===== src/rtl/imm_gen_stage_pkg.sv =====
// imm_gen_stage_pkg
//   Shared constants for the immediate-generator stage: RV opcode values
//   (full 7-bit fields, so the low 2'b11 bits are part of every match)
//   and the 3-bit immediate format codes carried on out_fmt.
//   No ports; imported by imm_decode and imm_gen_stage.
package imm_gen_stage_pkg;

  localparam logic [6:0] OPC_LOAD     = 7'b0000011;
  localparam logic [6:0] OPC_FENCE    = 7'b0001111;
  localparam logic [6:0] OPC_ARITH_I  = 7'b0010011;
  localparam logic [6:0] OPC_AUIPC    = 7'b0010111;
  localparam logic [6:0] OPC_ARITH_IW = 7'b0011011;
  localparam logic [6:0] OPC_STORE    = 7'b0100011;
  localparam logic [6:0] OPC_ARITH_R  = 7'b0110011;
  localparam logic [6:0] OPC_LUI      = 7'b0110111;
  localparam logic [6:0] OPC_R_W      = 7'b0111011;
  localparam logic [6:0] OPC_BRANCH   = 7'b1100011;
  localparam logic [6:0] OPC_JALR     = 7'b1100111;
  localparam logic [6:0] OPC_JAL      = 7'b1101111;
  localparam logic [6:0] OPC_SYSTEM   = 7'b1110011;

  typedef enum logic [2:0] {
    FMT_NONE = 3'd0,
    FMT_I    = 3'd1,
    FMT_S    = 3'd2,
    FMT_B    = 3'd3,
    FMT_U    = 3'd4,
    FMT_J    = 3'd5,
    FMT_Z    = 3'd6
  } fmt_e;

endpackage


===== src/rtl/imm_gen_stage_if.sv =====
// imm_gen_stage_if
//   Bundles the upstream (fetch) and downstream (decode/issue) handshakes of
//   the immediate-generator stage plus the pipeline flush.
//   Signals:
//     flush        drop all buffered entries and any same-cycle input
//     in_valid     instruction word present
//     in_ready     stage can accept this cycle
//     in_ir        32-bit instruction word
//     in_tag       sideband tag (normally the PC)
//     out_valid    head entry valid
//     out_ready    consumer takes head this cycle
//     out_imm      extended immediate, XLEN bits
//     out_fmt      format code (fmt_e)
//     out_tag      tag of head entry
//     out_illegal  unsupported opcode / bad low bits
//   Modports: master = surrounding pipeline, slave = the stage.
interface imm_gen_stage_if #(
  parameter int XLEN  = 32,
  parameter int TAG_W = 32
);
  logic              flush;
  logic              in_valid;
  logic              in_ready;
  logic [31:0]       in_ir;
  logic [TAG_W-1:0]  in_tag;
  logic              out_valid;
  logic              out_ready;
  logic [XLEN-1:0]   out_imm;
  logic [2:0]        out_fmt;
  logic [TAG_W-1:0]  out_tag;
  logic              out_illegal;

  modport master (
    output flush, in_valid, in_ir, in_tag, out_ready,
    input  in_ready, out_valid, out_imm, out_fmt, out_tag, out_illegal
  );

  modport slave (
    input  flush, in_valid, in_ir, in_tag, out_ready,
    output in_ready, out_valid, out_imm, out_fmt, out_tag, out_illegal
  );
endinterface


===== src/rtl/imm_gen_stage_imm_decode.sv =====
// imm_decode
//   Purely combinational opcode classifier and immediate extractor.
//   Ports:
//     i_ir       32-bit instruction word
//     o_imm      immediate, sign-extended (zero-extended for Z) to XLEN
//     o_fmt      format code (fmt_e)
//     o_illegal  opcode not supported at this XLEN, or low bits != 2'b11
//   Build option: IMM_GEN_CSR_EN decodes CSR immediate forms
//   (SYSTEM, funct3 = 101/110/111) as FMT_Z with the 5-bit uimm in rs1.
//   Shift-immediate encodings deliberately get the plain I immediate;
//   decode extracts shamt itself.
module imm_decode
  import imm_gen_stage_pkg::*;
#(
  parameter int XLEN = 32
) (
  input  logic [31:0]             i_ir,
  output logic signed [XLEN-1:0]  o_imm,
  output logic [2:0]              o_fmt,
  output logic                    o_illegal
);

  logic signed [XLEN-1:0] w_imm_i;
  logic signed [XLEN-1:0] w_imm_s;
  logic signed [XLEN-1:0] w_imm_b;
  logic signed [XLEN-1:0] w_imm_u;
  logic signed [XLEN-1:0] w_imm_j;

  // Size-casting a signed field replicates its MSB (IR[31]) up to XLEN.
  assign w_imm_i = XLEN'(signed'(i_ir[31:20]));
  assign w_imm_s = XLEN'(signed'({i_ir[31:25], i_ir[11:7]}));
  assign w_imm_b = XLEN'(signed'({i_ir[31], i_ir[7], i_ir[30:25], i_ir[11:8], 1'b0}));
  assign w_imm_u = XLEN'(signed'({i_ir[31:12], 12'b0}));
  assign w_imm_j = XLEN'(signed'({i_ir[31], i_ir[19:12], i_ir[20], i_ir[30:21], 1'b0}));

`ifdef IMM_GEN_CSR_EN
  logic signed [XLEN-1:0] w_imm_z;
  assign w_imm_z = signed'({{(XLEN-5){1'b0}}, i_ir[19:15]});
`endif

  always_comb begin
    o_imm     = '0;
    o_fmt     = FMT_NONE;
    o_illegal = 1'b0;
    case (i_ir[6:0])
      OPC_LOAD, OPC_ARITH_I, OPC_JALR, OPC_FENCE: begin
        o_imm = w_imm_i;
        o_fmt = FMT_I;
      end
      OPC_SYSTEM: begin
`ifdef IMM_GEN_CSR_EN
        if (i_ir[14] && (i_ir[13:12] != 2'b00)) begin
          o_imm = w_imm_z;
          o_fmt = FMT_Z;
        end else begin
          o_imm = w_imm_i;
          o_fmt = FMT_I;
        end
`else
        o_imm = w_imm_i;
        o_fmt = FMT_I;
`endif
      end
      OPC_ARITH_IW: begin
        if (XLEN == 64) begin
          o_imm = w_imm_i;
          o_fmt = FMT_I;
        end else begin
          o_illegal = 1'b1;
        end
      end
      OPC_STORE: begin
        o_imm = w_imm_s;
        o_fmt = FMT_S;
      end
      OPC_BRANCH: begin
        o_imm = w_imm_b;
        o_fmt = FMT_B;
      end
      OPC_LUI, OPC_AUIPC: begin
        o_imm = w_imm_u;
        o_fmt = FMT_U;
      end
      OPC_JAL: begin
        o_imm = w_imm_j;
        o_fmt = FMT_J;
      end
      OPC_ARITH_R: begin
        o_fmt = FMT_NONE;
      end
      OPC_R_W: begin
        o_illegal = (XLEN != 64);
      end
      default: begin
        // Unknown opcode or low bits != 2'b11: flagged, imm=0, fmt=NONE.
        o_illegal = 1'b1;
      end
    endcase
  end

endmodule


===== src/rtl/imm_gen_stage.sv =====
// imm_gen_stage
//   Registered, flow-controlled immediate generator for the decode stage.
//   Each accepted instruction is decoded by imm_decode and written into a
//   2-entry FIFO skid buffer; the head entry drives out_*.
//   Ports:
//     clk   rising-edge clock
//     rst   synchronous, active-high reset (priority over flush)
//     bus   imm_gen_stage_if.slave (in_* / out_* handshakes, flush)
//   Parameters: XLEN (32 or 64), TAG_W (sideband tag width).
//   Build option: IMM_GEN_CSR_EN (see imm_decode) enables FMT_Z results.
//   in_ready depends only on the registered count, so there is no
//   combinational path from out_ready to in_ready.
module imm_gen_stage
  import imm_gen_stage_pkg::*;
#(
  parameter int XLEN  = 32,
  parameter int TAG_W = 32
) (
  input  logic         clk,
  input  logic         rst,
  imm_gen_stage_if.slave bus
);

  logic signed [XLEN-1:0] w_dec_imm;
  logic [2:0]             w_dec_fmt;
  logic                   w_dec_ill;

  imm_decode #(.XLEN(XLEN)) u_imm_decode (
    .i_ir      (bus.in_ir),
    .o_imm     (w_dec_imm),
    .o_fmt     (w_dec_fmt),
    .o_illegal (w_dec_ill)
  );

  logic [1:0]             r_cnt;
  logic signed [XLEN-1:0] r_e0_imm, r_e1_imm;
  logic [2:0]             r_e0_fmt, r_e1_fmt;
  logic                   r_e0_ill, r_e1_ill;
  logic [TAG_W-1:0]       r_e0_tag, r_e1_tag;

  logic w_out_valid;
  logic w_in_ready;
  logic w_push;
  logic w_pop;

  assign w_out_valid = (r_cnt != 2'd0);
  assign w_in_ready  = (r_cnt != 2'd2);
  assign w_push      = bus.in_valid && w_in_ready;
  assign w_pop       = w_out_valid && bus.out_ready;

  // ---- skid buffer occupancy: rst > flush > push/pop
  always_ff @(posedge clk) begin
    if (rst) begin
      r_cnt <= 2'd0;
    end else if (bus.flush) begin
      r_cnt <= 2'd0;
    end else begin
      case ({w_push, w_pop})
        2'b10:   r_cnt <= r_cnt + 2'd1;
        2'b01:   r_cnt <= r_cnt - 2'd1;
        default: r_cnt <= r_cnt;
      endcase
    end
  end

  // ---- skid buffer entries: entry 0 is always the head. Data is not reset;
  // stale contents are invisible because outputs are masked while empty.
  always_ff @(posedge clk) begin
    if (w_pop) begin
      if (w_push) begin
        // Only reachable with one entry: the new word becomes head.
        r_e0_imm <= w_dec_imm;
        r_e0_fmt <= w_dec_fmt;
        r_e0_ill <= w_dec_ill;
        r_e0_tag <= bus.in_tag;
      end else begin
        r_e0_imm <= r_e1_imm;
        r_e0_fmt <= r_e1_fmt;
        r_e0_ill <= r_e1_ill;
        r_e0_tag <= r_e1_tag;
      end
    end else if (w_push) begin
      if (r_cnt == 2'd0) begin
        r_e0_imm <= w_dec_imm;
        r_e0_fmt <= w_dec_fmt;
        r_e0_ill <= w_dec_ill;
        r_e0_tag <= bus.in_tag;
      end else begin
        r_e1_imm <= w_dec_imm;
        r_e1_fmt <= w_dec_fmt;
        r_e1_ill <= w_dec_ill;
        r_e1_tag <= bus.in_tag;
      end
    end
  end

  // ---- output view of the head entry (all-zero while empty)
  assign bus.in_ready    = w_in_ready;
  assign bus.out_valid   = w_out_valid;
  assign bus.out_imm     = w_out_valid ? r_e0_imm : '0;
  assign bus.out_fmt     = w_out_valid ? r_e0_fmt : FMT_NONE;
  assign bus.out_illegal = w_out_valid ? r_e0_ill : 1'b0;
  assign bus.out_tag     = w_out_valid ? r_e0_tag : '0;

endmodule

===== src/flat_wrapper.sv =====
// flat-port wrapper written by rule: the top's interface ports become plain ports
module imm_gen_stage_flat import imm_gen_stage_pkg::*;
#(
  parameter int XLEN  = 32,
  parameter int TAG_W = 32
)
  (clk, rst, bus_flush, bus_in_valid, bus_in_ir, bus_in_tag, bus_out_ready, bus_in_ready, bus_out_valid, bus_out_imm, bus_out_fmt, bus_out_tag, bus_out_illegal);
  imm_gen_stage_if #(.XLEN(XLEN), .TAG_W(TAG_W)) bus_i ();
  input  logic clk;
  input  logic rst;
  input wire logic [$bits(bus_i.flush)-1:0] bus_flush;
  input wire logic [$bits(bus_i.in_valid)-1:0] bus_in_valid;
  input wire logic [$bits(bus_i.in_ir)-1:0] bus_in_ir;
  input wire logic [$bits(bus_i.in_tag)-1:0] bus_in_tag;
  input wire logic [$bits(bus_i.out_ready)-1:0] bus_out_ready;
  output wire logic [$bits(bus_i.in_ready)-1:0] bus_in_ready;
  output wire logic [$bits(bus_i.out_valid)-1:0] bus_out_valid;
  output wire logic [$bits(bus_i.out_imm)-1:0] bus_out_imm;
  output wire logic [$bits(bus_i.out_fmt)-1:0] bus_out_fmt;
  output wire logic [$bits(bus_i.out_tag)-1:0] bus_out_tag;
  output wire logic [$bits(bus_i.out_illegal)-1:0] bus_out_illegal;
  assign bus_i.flush = bus_flush;
  assign bus_i.in_valid = bus_in_valid;
  assign bus_i.in_ir = bus_in_ir;
  assign bus_i.in_tag = bus_in_tag;
  assign bus_i.out_ready = bus_out_ready;
  assign bus_in_ready = bus_i.in_ready;
  assign bus_out_valid = bus_i.out_valid;
  assign bus_out_imm = bus_i.out_imm;
  assign bus_out_fmt = bus_i.out_fmt;
  assign bus_out_tag = bus_i.out_tag;
  assign bus_out_illegal = bus_i.out_illegal;
  imm_gen_stage #(.XLEN(XLEN), .TAG_W(TAG_W)) u_core (.clk(clk), .rst(rst), .bus(bus_i));
endmodule

===== config.mk =====
export PLATFORM = sky130hd
export DESIGN_NAME = imm_gen_stage_flat
export DESIGN_NICKNAME = d
export VERILOG_FILES = /design/src/rtl/imm_gen_stage_pkg.sv /design/src/rtl/imm_gen_stage_if.sv /design/src/rtl/imm_gen_stage_imm_decode.sv /design/src/rtl/imm_gen_stage.sv /design/src/flat_wrapper.sv
export SDC_FILE = /design/constraint.sdc
export NUM_CORES = 1
export LEC_CHECK = 0
export ABC_AREA = 1
export BUFFER_PORTS_ARGS = -buffer_cell sky130_fd_sc_hd__buf_2
export CAP_MARGIN = 5
export CORE_UTILIZATION = 30
export CTS_BUF_LIST = sky130_fd_sc_hd__clkbuf_4 sky130_fd_sc_hd__clkbuf_8
export CTS_CLUSTER_DIAMETER = 120
export DETAILED_ROUTE_END_ITERATION = 10
export PLACE_DENSITY = 0.55
export SLEW_MARGIN = 20
export SYNTH_ARGS = -nofsm -noshare
export SYNTH_HDL_FRONTEND = slang
export SYNTH_SLANG_ARGS = --single-unit
export TNS_END_PERCENT = 1

===== constraint.sdc =====
create_clock -name clk -period 7.1 [get_ports clk]
set_clock_uncertainty 0.1 [all_clocks]
set_input_delay 0.355 -clock clk [delete_from_list [all_inputs] [get_ports clk]]
set_output_delay 0.355 -clock clk [all_outputs]
set_load 0.02 [all_outputs]

==> flow_summary_export.csv, run 1 <==
group,metric,value,unit
floorplanning,io-pin-count,139,
synth,yosysTopAreaCellShare,62.1,%
clock_network,clk_latency,0.44,ns
routing,wirelength,15100,um
setup_path,cp-end-kind,"flop",
setup_path,slowest_delay,0.66,ns
global_route,antenna_found_initial,0,
synth,synth.distinct_cells,26,
synth,syn_area_per_cell,9.15,sq um
routing,vias_per_cell,4.22,
synth,yosysSeqAreaShare,62.7,%
power_and_ir_drop,vdd_ir_drop_max,0.0802,mV
global_route,first_global_vias,4633,
clock_network,clk_transition_reported_paths,0.08,ns
clock_network,cts_tree,"built",
synth,netlist_area,0.00658,sq mm
clock_network,cts_max_path_buffers,2,
setup_path,crit_type,"reg -> reg",
synth,ys.flop_type,"edfxtp_1",
clock_network,cts_buffers,17,
routing,firstDrtPassIters,5,
floorplanning,rows,53,
finish,drive_gt1_share,24.3,%
setup_path,reg2reg_slack,4.59,ns
place,pre_cts_ws,4.48,ns
finish,synthToLayoutAreaGrowth,25.2,%
finish,fillers,2174,
timing,hold_violations,0,
setup_path,arrival,2.58,ns
power_and_ir_drop,p_leak,0.00404,uW
timing,max_freq,398,MHz
floorplanning,die_w,150,um
timing,rsz0062_at_grt,"false",
floorplanning,die_area,0.0225,sq mm
synth,synth_edf_count,136,
routing,drc,0,
timing,tns,0,ns
timing,finalCritPeriodShare,35.3,%
routing,drtIter0Drc,229,
setup_path,critical-path-slowest-cell,"nand2_4",
timing,finalMaxSlewViolations,0,
setup_path,crit_fanout,70,
setup_path,crit_family,"simple AND/OR/NAND/NOR gates",
synth,ys_warn_count,0,
synth,syn-num-nets,789,
setup_path,required,7.17,ns
global_route,grt_start_max_net_pins,71,
synth,yosysMostFrequentCell,"nand2_1",
floorplanning,die_h,150,um
place,gp_congestion,0.893,
routing,wl_per_cell,12.9,um
place,dp_cells,1103,
setup_path,path_cells,"inv_1 > nand2_1 > nand2_1 > nand2_4 > inv_4 > nand2_1 > o21ai_0",
floorplanning,start_util,30.9,%
global_route,grt.overflow.total,0,
power_and_ir_drop,p_total,1840,uW
place,portBuffers,138,
synth,syn_inst,719,
timing,worst_pin_slew,0.927,ns
routing,antenna_left,0,
routing,wl_met2,6890,um
floorplanning,coreArea,0.0213,sq mm
finish,fin_nets,950,
place,place_hpwl,9750,um
status,status,"complete, no violations",
clock_network,cts-root-buf,"clkbuf_8",
routing,wl_met3,933,um
clock_network,cts_max_level,4,
timing,setup_slack,4.59,ns
routing,routed.top_layer,"met4",
finish,antenna_cells,0,
finish,fin_util,38.7,%
timing,slew_headroom,38.2,%
routing,route.vias.total,4931,
setup_path,path_common_cell,"nand2_1",
synth,synth_common_cells,"nand2_1, edfxtp_1, nor2_1, inv_1, nand3_1",
power_and_ir_drop,power_density,224,mW/mm^2
flow_run,max-cap-violations,0,
synth,synth_top_area_cell,"edfxtp_1",
synth,ys_ff_latch,138,
synth,async_reset_ff_share,0,%
routing,wl_met1,7190,um
min_path,hold_class,"in -> reg",
timing,layout_min_cycle_time,2.51,ns
timing,setup_violations,0,
synth,synth_area_leaders,"edfxtp_1, nand2_1, nor2_1",
finish,fin_cells,1168,
global_route,grt_pass1_wl,23300,um
setup_path,crit_buf_inv,2,
clock_network,clkSinkCount,138,
setup_path,crit_path_start_kind,"flop",
global_route,grt_usage,13.8,%
==> registers in the layout (all words and copies together) (netlist names) <==
| register | cells |
|---|---|
| u_core.r_cnt | 2 |
| u_core.r_e0_fmt | 3 |
| u_core.r_e0_ill | 1 |
| u_core.r_e0_imm | 32 |
| u_core.r_e0_tag | 32 |
| u_core.r_e1_fmt | 3 |
| u_core.r_e1_ill | 1 |
| u_core.r_e1_imm | 32 |
| u_core.r_e1_tag | 32 |
==> cell usage in the layout, fill, tap and decap left out, drive strengths merged <==
master       count
nand2          277
buf            142
edfxtp         136
nor2           113
inv             94
nand3           52
dlygate4sd3     33
clkbuf          29
o21ai            3
a31oi            2
bufinv           2
dfxtp            2
nor3             2
and2             1
xor2             1
xnor2            1
nor3b            1
ha               1
clkinv           1
==> through the flow <==
stage	hold slack, ns	area, sq um
after floorplan	0.330	6580
after global placement	0.391	7480
after detailed placement	0.397	7490
after CTS	0.000183	8180
after global routing	0.00613	8230
final	0.0440	8230
==> worst paths after layout <==
check / from / endpoint / depth (start not counted)
worst max register to register: u_core.r_cnt[0] / u_core.r_e0_fmt[1] / 7
worst max-delay path: u_core.r_cnt[0] / u_core.r_e0_fmt[1] / 7
worst min-delay path: bus_in_tag[5] / u_core.r_e1_tag[5] / 1
worst min register to register: u_core.r_e1_tag[15] / u_core.r_e0_tag[15] / 2
==> kinds of logic after synthesis <==
logic type	share of synthesized area, %
adders and majority gates	0.190
buffers and inverters	8.08
DFF	62.7
AOI/OAI and AO/OA	0.418
xor gates and xnor gates	0.266
and+or+nand+nor	28.3
==> area by class of cell <==
class | count | area [sq um] | area share, %
inverter | 94 | 355 | 4.32
tap | 275 | 344 | 4.18
sequential | 138 | 4120 | 50.1
multi-input combinational | 454 | 1950 | 23.6
clock buffer | 29 | 349 | 4.24
timing repair buffer | 175 | 1050 | 12.8
clock inverter | 3 | 65.1 | 0.790
==> metal layers <==
metal,up-vias,GRT usage [%]
li1,2570,-
met2,139,21.7
met4,0,3.79
met5,-,0
met1,2218,18.5
met3,4,3.75
==> power breakdown <==
part	switching, uW	total [uW]	internal (uW)	leakage [uW]
combinational	147	217	70.5	0.00254
clock	274	655	381	0.000220
sequential	13.4	972	958	0.00127
total	434	1840	1410	0.00404
==> what timing repair did <==
item,CTS,global route
setup endpoints to repair,0,0
buffers inserted,0,0
resized for setup,0,0
hold endpoints to repair,27,5
hold buffers,28,5
(Power assumes the default switching activity.)
==> run 2: changes to the inputs <==
Settings changed: PLACE_DENSITY 0.55 to 0.57.
Clock period 7.1 ns to 2.3 ns, I/O delays scaled along.
==> run 2 against run 1 <==
Compared with the run above: via count rose by 2.3%; count of clock-buffer cells in the layout down 12; die area stayed put; setup slack worse by 4.3 ns; clock power increased to 3.8 times the previous value; first-iteration DRC count up 16%; sequential power grew to 3.1 times the previous value; sequential share of layout area shrank 2.6 points; register-to-register slack got worse by 4.2 ns; sequential cell count unchanged; design area rose by 5.6%; global-route usage is 0.13 points higher.
==> flow_summary_export.csv, run 2 (synthesis results as in run 1) <==
group,metric,value,unit
clock_network,cts_max_path_buffers,2,
floorplanning,rows,53,
place,pre_cts_ws,0.428,ns
place,dp_cells,1112,
power_and_ir_drop,seqPwrFrac,48.3,%
floorplanning,die_area,0.0225,sq mm
power_and_ir_drop,switchingPower,1470,uW
floorplanning,start_util,30.9,%
timing,worst_pin_slew,0.510,ns
routing,route.vias.total,5046,
finish,fillers,2133,
global_route,antenna_found_initial,0,
setup_path,crit_fanout,68,
place,postPlaceCellArea,0.00762,sq mm
place,portBuffers,138,
routing,firstDrtPassIters,5,
clock_network,cts_buffers,17,
timing,setup_slack,0.265,ns
power_and_ir_drop,p_leak,0.00424,uW
routing,vias_per_cell,4.20,
finish,antenna_cells,0,
setup_path,required,2.09,ns
power_and_ir_drop,p_total,6190,uW
min_path,holdCritStartpoint,"bus_in_ir[7]",
global_route,grt_use_met2,21.8,%
clock_network,clk_transition_reported_paths,0.08,ns
clock_network,clkSinkCount,138,
finish,synthToLayoutAreaGrowth,32.2,%
setup_path,crit_type,"reg -> out",
global_route,grt_start_max_net_pins,69,
finish,fin_util,40.9,%
timing,setup_violations,0,
timing,finalMaxSlewViolations,0,
routing,wirelength,15000,um
finish,ff_latch_area,0.00413,sq mm
clock_network,cts_max_level,4,
routing,drtIter0Drc,265,
setup_path,crit_path_start_kind,"flop",
timing,layout_min_cycle_time,2.04,ns
global_route,first_global_vias,4576,
power_and_ir_drop,power.internal,4720,uW
place,place_hpwl,10100,um
setup_path,r2r_end,"u_core.r_e0_imm[11]",
finish,drive_gt1_share,24.8,%
routing,antenna_left,0,
setup_path,crit_start,"u_core.r_cnt[1]",
floorplanning,die_h,150,um
routing,wl_per_cell,12.5,um
clock_network,cts_tree,"built",
status,status,"complete, no violations",
power_and_ir_drop,vdd_ir_drop_max,0.327,mV
clock_network,clk_latency,0.44,ns
floorplanning,io-pin-count,139,
power_and_ir_drop,power_density,712,mW/mm^2
timing,finalCritPeriodShare,88.5,%
clock_network,cts-root-buf,"clkbuf_8",
finish,layout_commonest_cell,"nand2_1",
global_route,grt_usage,13.9,%
setup_path,reg2reg_slack,0.43,ns
power_and_ir_drop,p_clk_share,40.0,%
finish,mostFrequentLayoutCells,"nand2_1, buf_2, edfxtp_1, nor2_1, inv_1",
global_route,met1_usage,18.4,%
global_route,grt.overflow.total,0,
floorplanning,die_w,150,um
timing,slew_headroom,66.0,%
finish,design_area,0.00870,sq mm
timing,rsz0062_at_grt,"false",
timing,hold_violations,0,
place,gp_congestion,0.850,
finish,fin_cells,1201,
setup_path,arrival,1.82,ns
global_route,grt_pass1_wl,23500,um
floorplanning,coreArea,0.0213,sq mm
global_route,globalRouteMet3Util,3.26,%
timing,max_freq,491,MHz
setup_path,cp-end-kind,"output pin",
flow_run,max-cap-violations,0,
setup_path,r2r_cells,9,
power_and_ir_drop,comb_power_share,11.6,%
finish,fin_nets,983,
setup_path,timing.rr.start,"u_core.r_cnt[1]",
power_and_ir_drop,switching_share,23.8,%
min_path,hold_class,"in -> reg",
routing,drc,0,
global_route,busiest_layer,"met2",
finish,multi_input_area,0.00196,sq mm
setup_path,cp-endpoint,"bus_out_imm[20]",
[run 2: cell count changes in the layout (fill, tap and decap cells not counted), sizes merged]
cell         change
clkinvlp         +3
clkinv           +4
clkbuf          -12
buf              +9
bufinv           +5
dlygate4sd3     +24
[run 2: cell type report]
| class | count | share of cell area, % |
|---|---|---|
| flip-flops and latches | 138 | 47.5 |
| multi-input cells | 454 | 22.6 |
| repair buffers | 208 | 16.1 |
| inverters | 94 | 4.06 |
| well taps | 275 | 3.96 |
| clock inverters | 15 | 3.14 |
| clock buffers | 17 | 2.69 |
[run 2: worst min-delay path by stage]
stage | to | slack, ns | cells past startpoint
2_1_floorplan | u_core.r_cnt[0] | 0.08 | 1
3_3_place_gp | u_core.r_cnt[0] | 0.20 | 2
3_5_place_dp | u_core.r_cnt[0] | 0.19 | 2
4_1_cts | u_core.r_e1_imm[11] | 0.002 | 5
5_1_grt | u_core.r_e1_imm[19] | 0.03 | 5
6_report | u_core.r_e1_imm[11] | 0.05 | 5
[run 2: per-layer routing]
metal	wire, um	vias up
met4	220	0
met5	0	-
met2	6850	143
li1	-	2642
met1	7200	2244
met3	768	17
[run 2: repair_timing]
| item | CTS | global route |
|---|---|---|
| hold buffers | 57 | 0 |
| resized for setup | 0 | 1 |
| setup buffers | 0 | 0 |
| hold endpoints to repair | 90 | 0 |
| endpoints found under the setup margin | 0 | 6 |
[run 2: critical path, cell delays in order, from the launching register on]
cell	delay [ns]
dfxtp_2	0.36
nor2_4	0.18
buf_6	0.45
nor2_1	0.16
buf_2	0.20
[run 2: per-stage QoR]
step / hold slack (ns) / setup TNS, ns
global route: 0.0319 / 0
CTS: 0.00242 / 0
floorplan: 0.0821 / -37.26
finish: 0.0496 / 0
detailed placement: 0.189 / 0
global placement: 0.196 / 0
[run 2: power by group through the flow]
stage | Clock, uW | Sequential (uW) | Combinational (uW)
CTS | 2560 | 3000 | 731
detailed placement | 0 | 3050 | 658
finish | 2480 | 2990 | 720
global route | 2630 | 3010 | 806
global placement | 0 | 3050 | 654
floorplan | 0 | 3050 | 400
==> run 3: changes to the inputs <==
Settings changed: ABC_AREA 1 to 0.
==> run 3 against run 2 <==
Compared with the run above: utilization fell by 0.79 points; via count fell by 7.8%; hold slack improved by 0.052 ns; count of clock-buffer cells in the layout did not move; cell count fell by 13%; clock power fell by 21%; total power fell by 7.7%; register-to-register slack got worse by 0.24 ns; largest power group unchanged.
==> flow_summary_export.csv, run 3 <==
group,metric,value,unit
finish,drive_gt1_share,27.2,%
synth,synth_edf_count,136,
routing,antenna_left,0,
finish,layout_commonest_cell,"nand2_1",
global_route,grt_pass1_wl,23600,um
finish,antenna_cells,0,
floorplanning,rows,53,
setup_path,path_cells,"o21ai_0 > buf_4 > inv_1 > ha_1 > nor2_1 > xnor2_1 > nor3_1 > dlygate4sd3_1",
synth,ys_warn_count,0,
setup_path,crit_fanout,7,
synth,async_reset_ff_share,0,%
clock_network,cts_max_level,4,
timing,layout_min_cycle_time,2.11,ns
synth,yosysMostFrequentCell,"nand2_1",
setup_path,crit_buf_inv,3,
synth,yosysTopAreaCellShare,63.9,%
global_route,grt_use_met2,22.8,%
setup_path,crit_path_start_kind,"flop",
synth,netlist_area,0.00639,sq mm
synth,yosysSeqAreaShare,64.6,%
synth,syn_inst,561,
floorplanning,io-pin-count,139,
global_route,first_global_vias,4495,
power_and_ir_drop,p_leak,0.00352,uW
place,pre_cts_ws,0.244,ns
min_path,holdCritStartpoint,"bus_in_ir[0]",
setup_path,critical-path-slowest-cell,"dlygate4sd3_1",
clock_network,cts_tree,"built",
global_route,grt_start_max_net_pins,41,
setup_path,timing.rr.start,"u_core.r_cnt[0]",
place,dp_cells,953,
synth,ys.flop_type,"edfxtp_1",
timing,hold_violations,0,
synth,synth_common_cells,"nand2_1, edfxtp_1, and2_1, nor2_1, a31oi_1",
finish,multi_input_area,0.00209,sq mm
place,portBuffers,138,
synth,ys_ff_latch,138,
finish,ff_latch_area,0.00413,sq mm
clock_network,cts-root-buf,"clkbuf_8",
synth,syn-num-nets,631,
synth,synth.distinct_cells,52,
status,status,"complete, no violations",
finish,design_area,0.00840,sq mm
synth,syn_area_per_cell,11.4,sq um
timing,setup_violations,0,
finish,fin_cells,1039,
clock_network,clkSinkCount,138,
finish,mostFrequentLayoutCells,"nand2_1, buf_2, edfxtp_1, and2_1, dlygate4sd3_1",
floorplanning,die_w,148,um
global_route,antenna_found_initial,0,
clock_network,clk_transition_reported_paths,0.08,ns
global_route,met1_usage,18.4,%
clock_network,clk_latency,0.43,ns
setup_path,required,2.51,ns
timing,setup_slack,0.187,ns
clock_network,cts_buffers,17,
finish,fin_nets,822,
floorplanning,die_area,0.0219,sq mm
clock_network,cts_setup_buffers,0,
finish,fillers,2086,
timing,hold_ws,0.102,ns
setup_path,crit_type,"reg -> reg",
timing,slew_headroom,45.9,%
timing,max_freq,473,MHz
place,gp_congestion,0.824,
routing,firstDrtPassIters,7,
global_route,grt_usage,14.2,%
power_and_ir_drop,vdd_ir_drop_max,0.327,mV
setup_path,cp-end-kind,"flop",
timing,finalCritPeriodShare,91.9,%
place,postPlaceCellArea,0.00744,sq mm
global_route,busiest_layer,"met2",
routing,route.vias.total,4654,
setup_path,crit_family,"buffers and inverters",
min_path,hold_class,"in -> reg",
synth,synth_top_area_cell,"edfxtp_1",
floorplanning,die_h,148,um
floorplanning,start_util,30.5,%
setup_path,crit_start,"u_core.r_cnt[0]",
timing,worst_pin_slew,0.811,ns
routing,wl_per_cell,14.3,um
timing,finalMaxSlewViolations,0,
routing,drtIter0Drc,199,
routing,wirelength,14900,um
floorplanning,coreArea,0.0210,sq mm
timing,rsz0062_at_grt,"false",
setup_path,slowest_delay,0.56,ns
clock_network,cts_max_path_buffers,2,
finish,synthToLayoutAreaGrowth,31.5,%
synth,synth_area_leaders,"edfxtp_1, nand2_1, and2_1",
place,place_hpwl,9720,um
global_route,globalRouteMet3Util,3.73,%
routing,drc,0,
global_route,grt.overflow.total,0,
setup_path,arrival,2.33,ns
power_and_ir_drop,power_density,681,mW/mm^2
routing,vias_per_cell,4.48,
flow_run,max-cap-violations,0,
==> run 3: cell count changes after synthesis, moves of 19 or more <==
cell	before	now
nor2_1	108	37
inv_1	87	9
nand3_1	51	12
nand2_2	26	0
a31oi_1	2	21
and2_1	1	69
nand2_1	250	155
==> run 3: final timing paths <==
path	to	slack (ns)	depth (start not counted)
worst max-delay path	u_core.r_cnt[1]	0.19	8
worst min-delay path	u_core.r_e1_fmt[0]	0.10	3
worst max register to register	u_core.r_cnt[1]	0.19	8
worst min register to register	u_core.r_e0_tag[14]	0.41	2
==> run 3: where the power goes <==
part | internal, uW | leakage, uW | switching [uW] | total, uW
registers | 2950 | 0.00128 | 33.8 | 2990
logic | 308 | 0.00205 | 456 | 764
clock network | 1050 | 0.000188 | 915 | 1970
==> run 3: kinds of logic (layout without fill, tap and decap cells) <==
family	Yosys count	count (layout)	synth area share, %
AO/OA/AOI/OAI	58	58	7.07
XOR/XNOR	3	3	0.412
adder cells (fa/ha/maj)	1	1	0.196
buffers and inverters	46	249	3.43
flip-flops	138	138	64.6
multiplexers	7	7	1.21
AND/OR/NAND/NOR	308	308	23.1
==> run 3: cell type report <==
class                      count  share of cell area (%)
sequential                   138                    49.1
clock inverter                14                    1.86
clock buffer                  17                    2.79
inverter                       9                   0.402
tap                          275                    4.10
timing repair buffer         209                    16.9
multi-input combinational    377                    24.9
==> run 3: repair_timing <==
action | CTS | global route
resized for setup | 0 | 2
endpoints found under the setup margin | 0 | 27
hold buffers | 55 | 0
endpoints found under the hold margin | 115 | 0
==> run 3: worst reg2reg max path, delay by kind of cell (launching register included) <==
kind / cells / cell delay [ns]
simple gates: 2 / 0.19
buf+inv: 3 / 0.77
fa+ha+maj: 1 / 0.29
flops: 1 / 0.37
compound gates: 1 / 0.15
xor+xnor: 1 / 0.13
==> run 3: metrics by stage <==
stage	total power, uW	setup TNS (ns)	util, %
after floorplan	3470	-33.99	-
after global placement	3740	0	35.5
after detailed placement	3750	0	35.5
after CTS	5800	0	40.0
after global routing	5980	0	40.1
final	5720	0	40.1
==> run 3: layer usage <==
layer / vias up / routed length (um)
li1: 2332 / -
met1: 2174 / 6900
met2: 135 / 7020
met3: 13 / 709
met4: 0 / 237
met5: - / 0
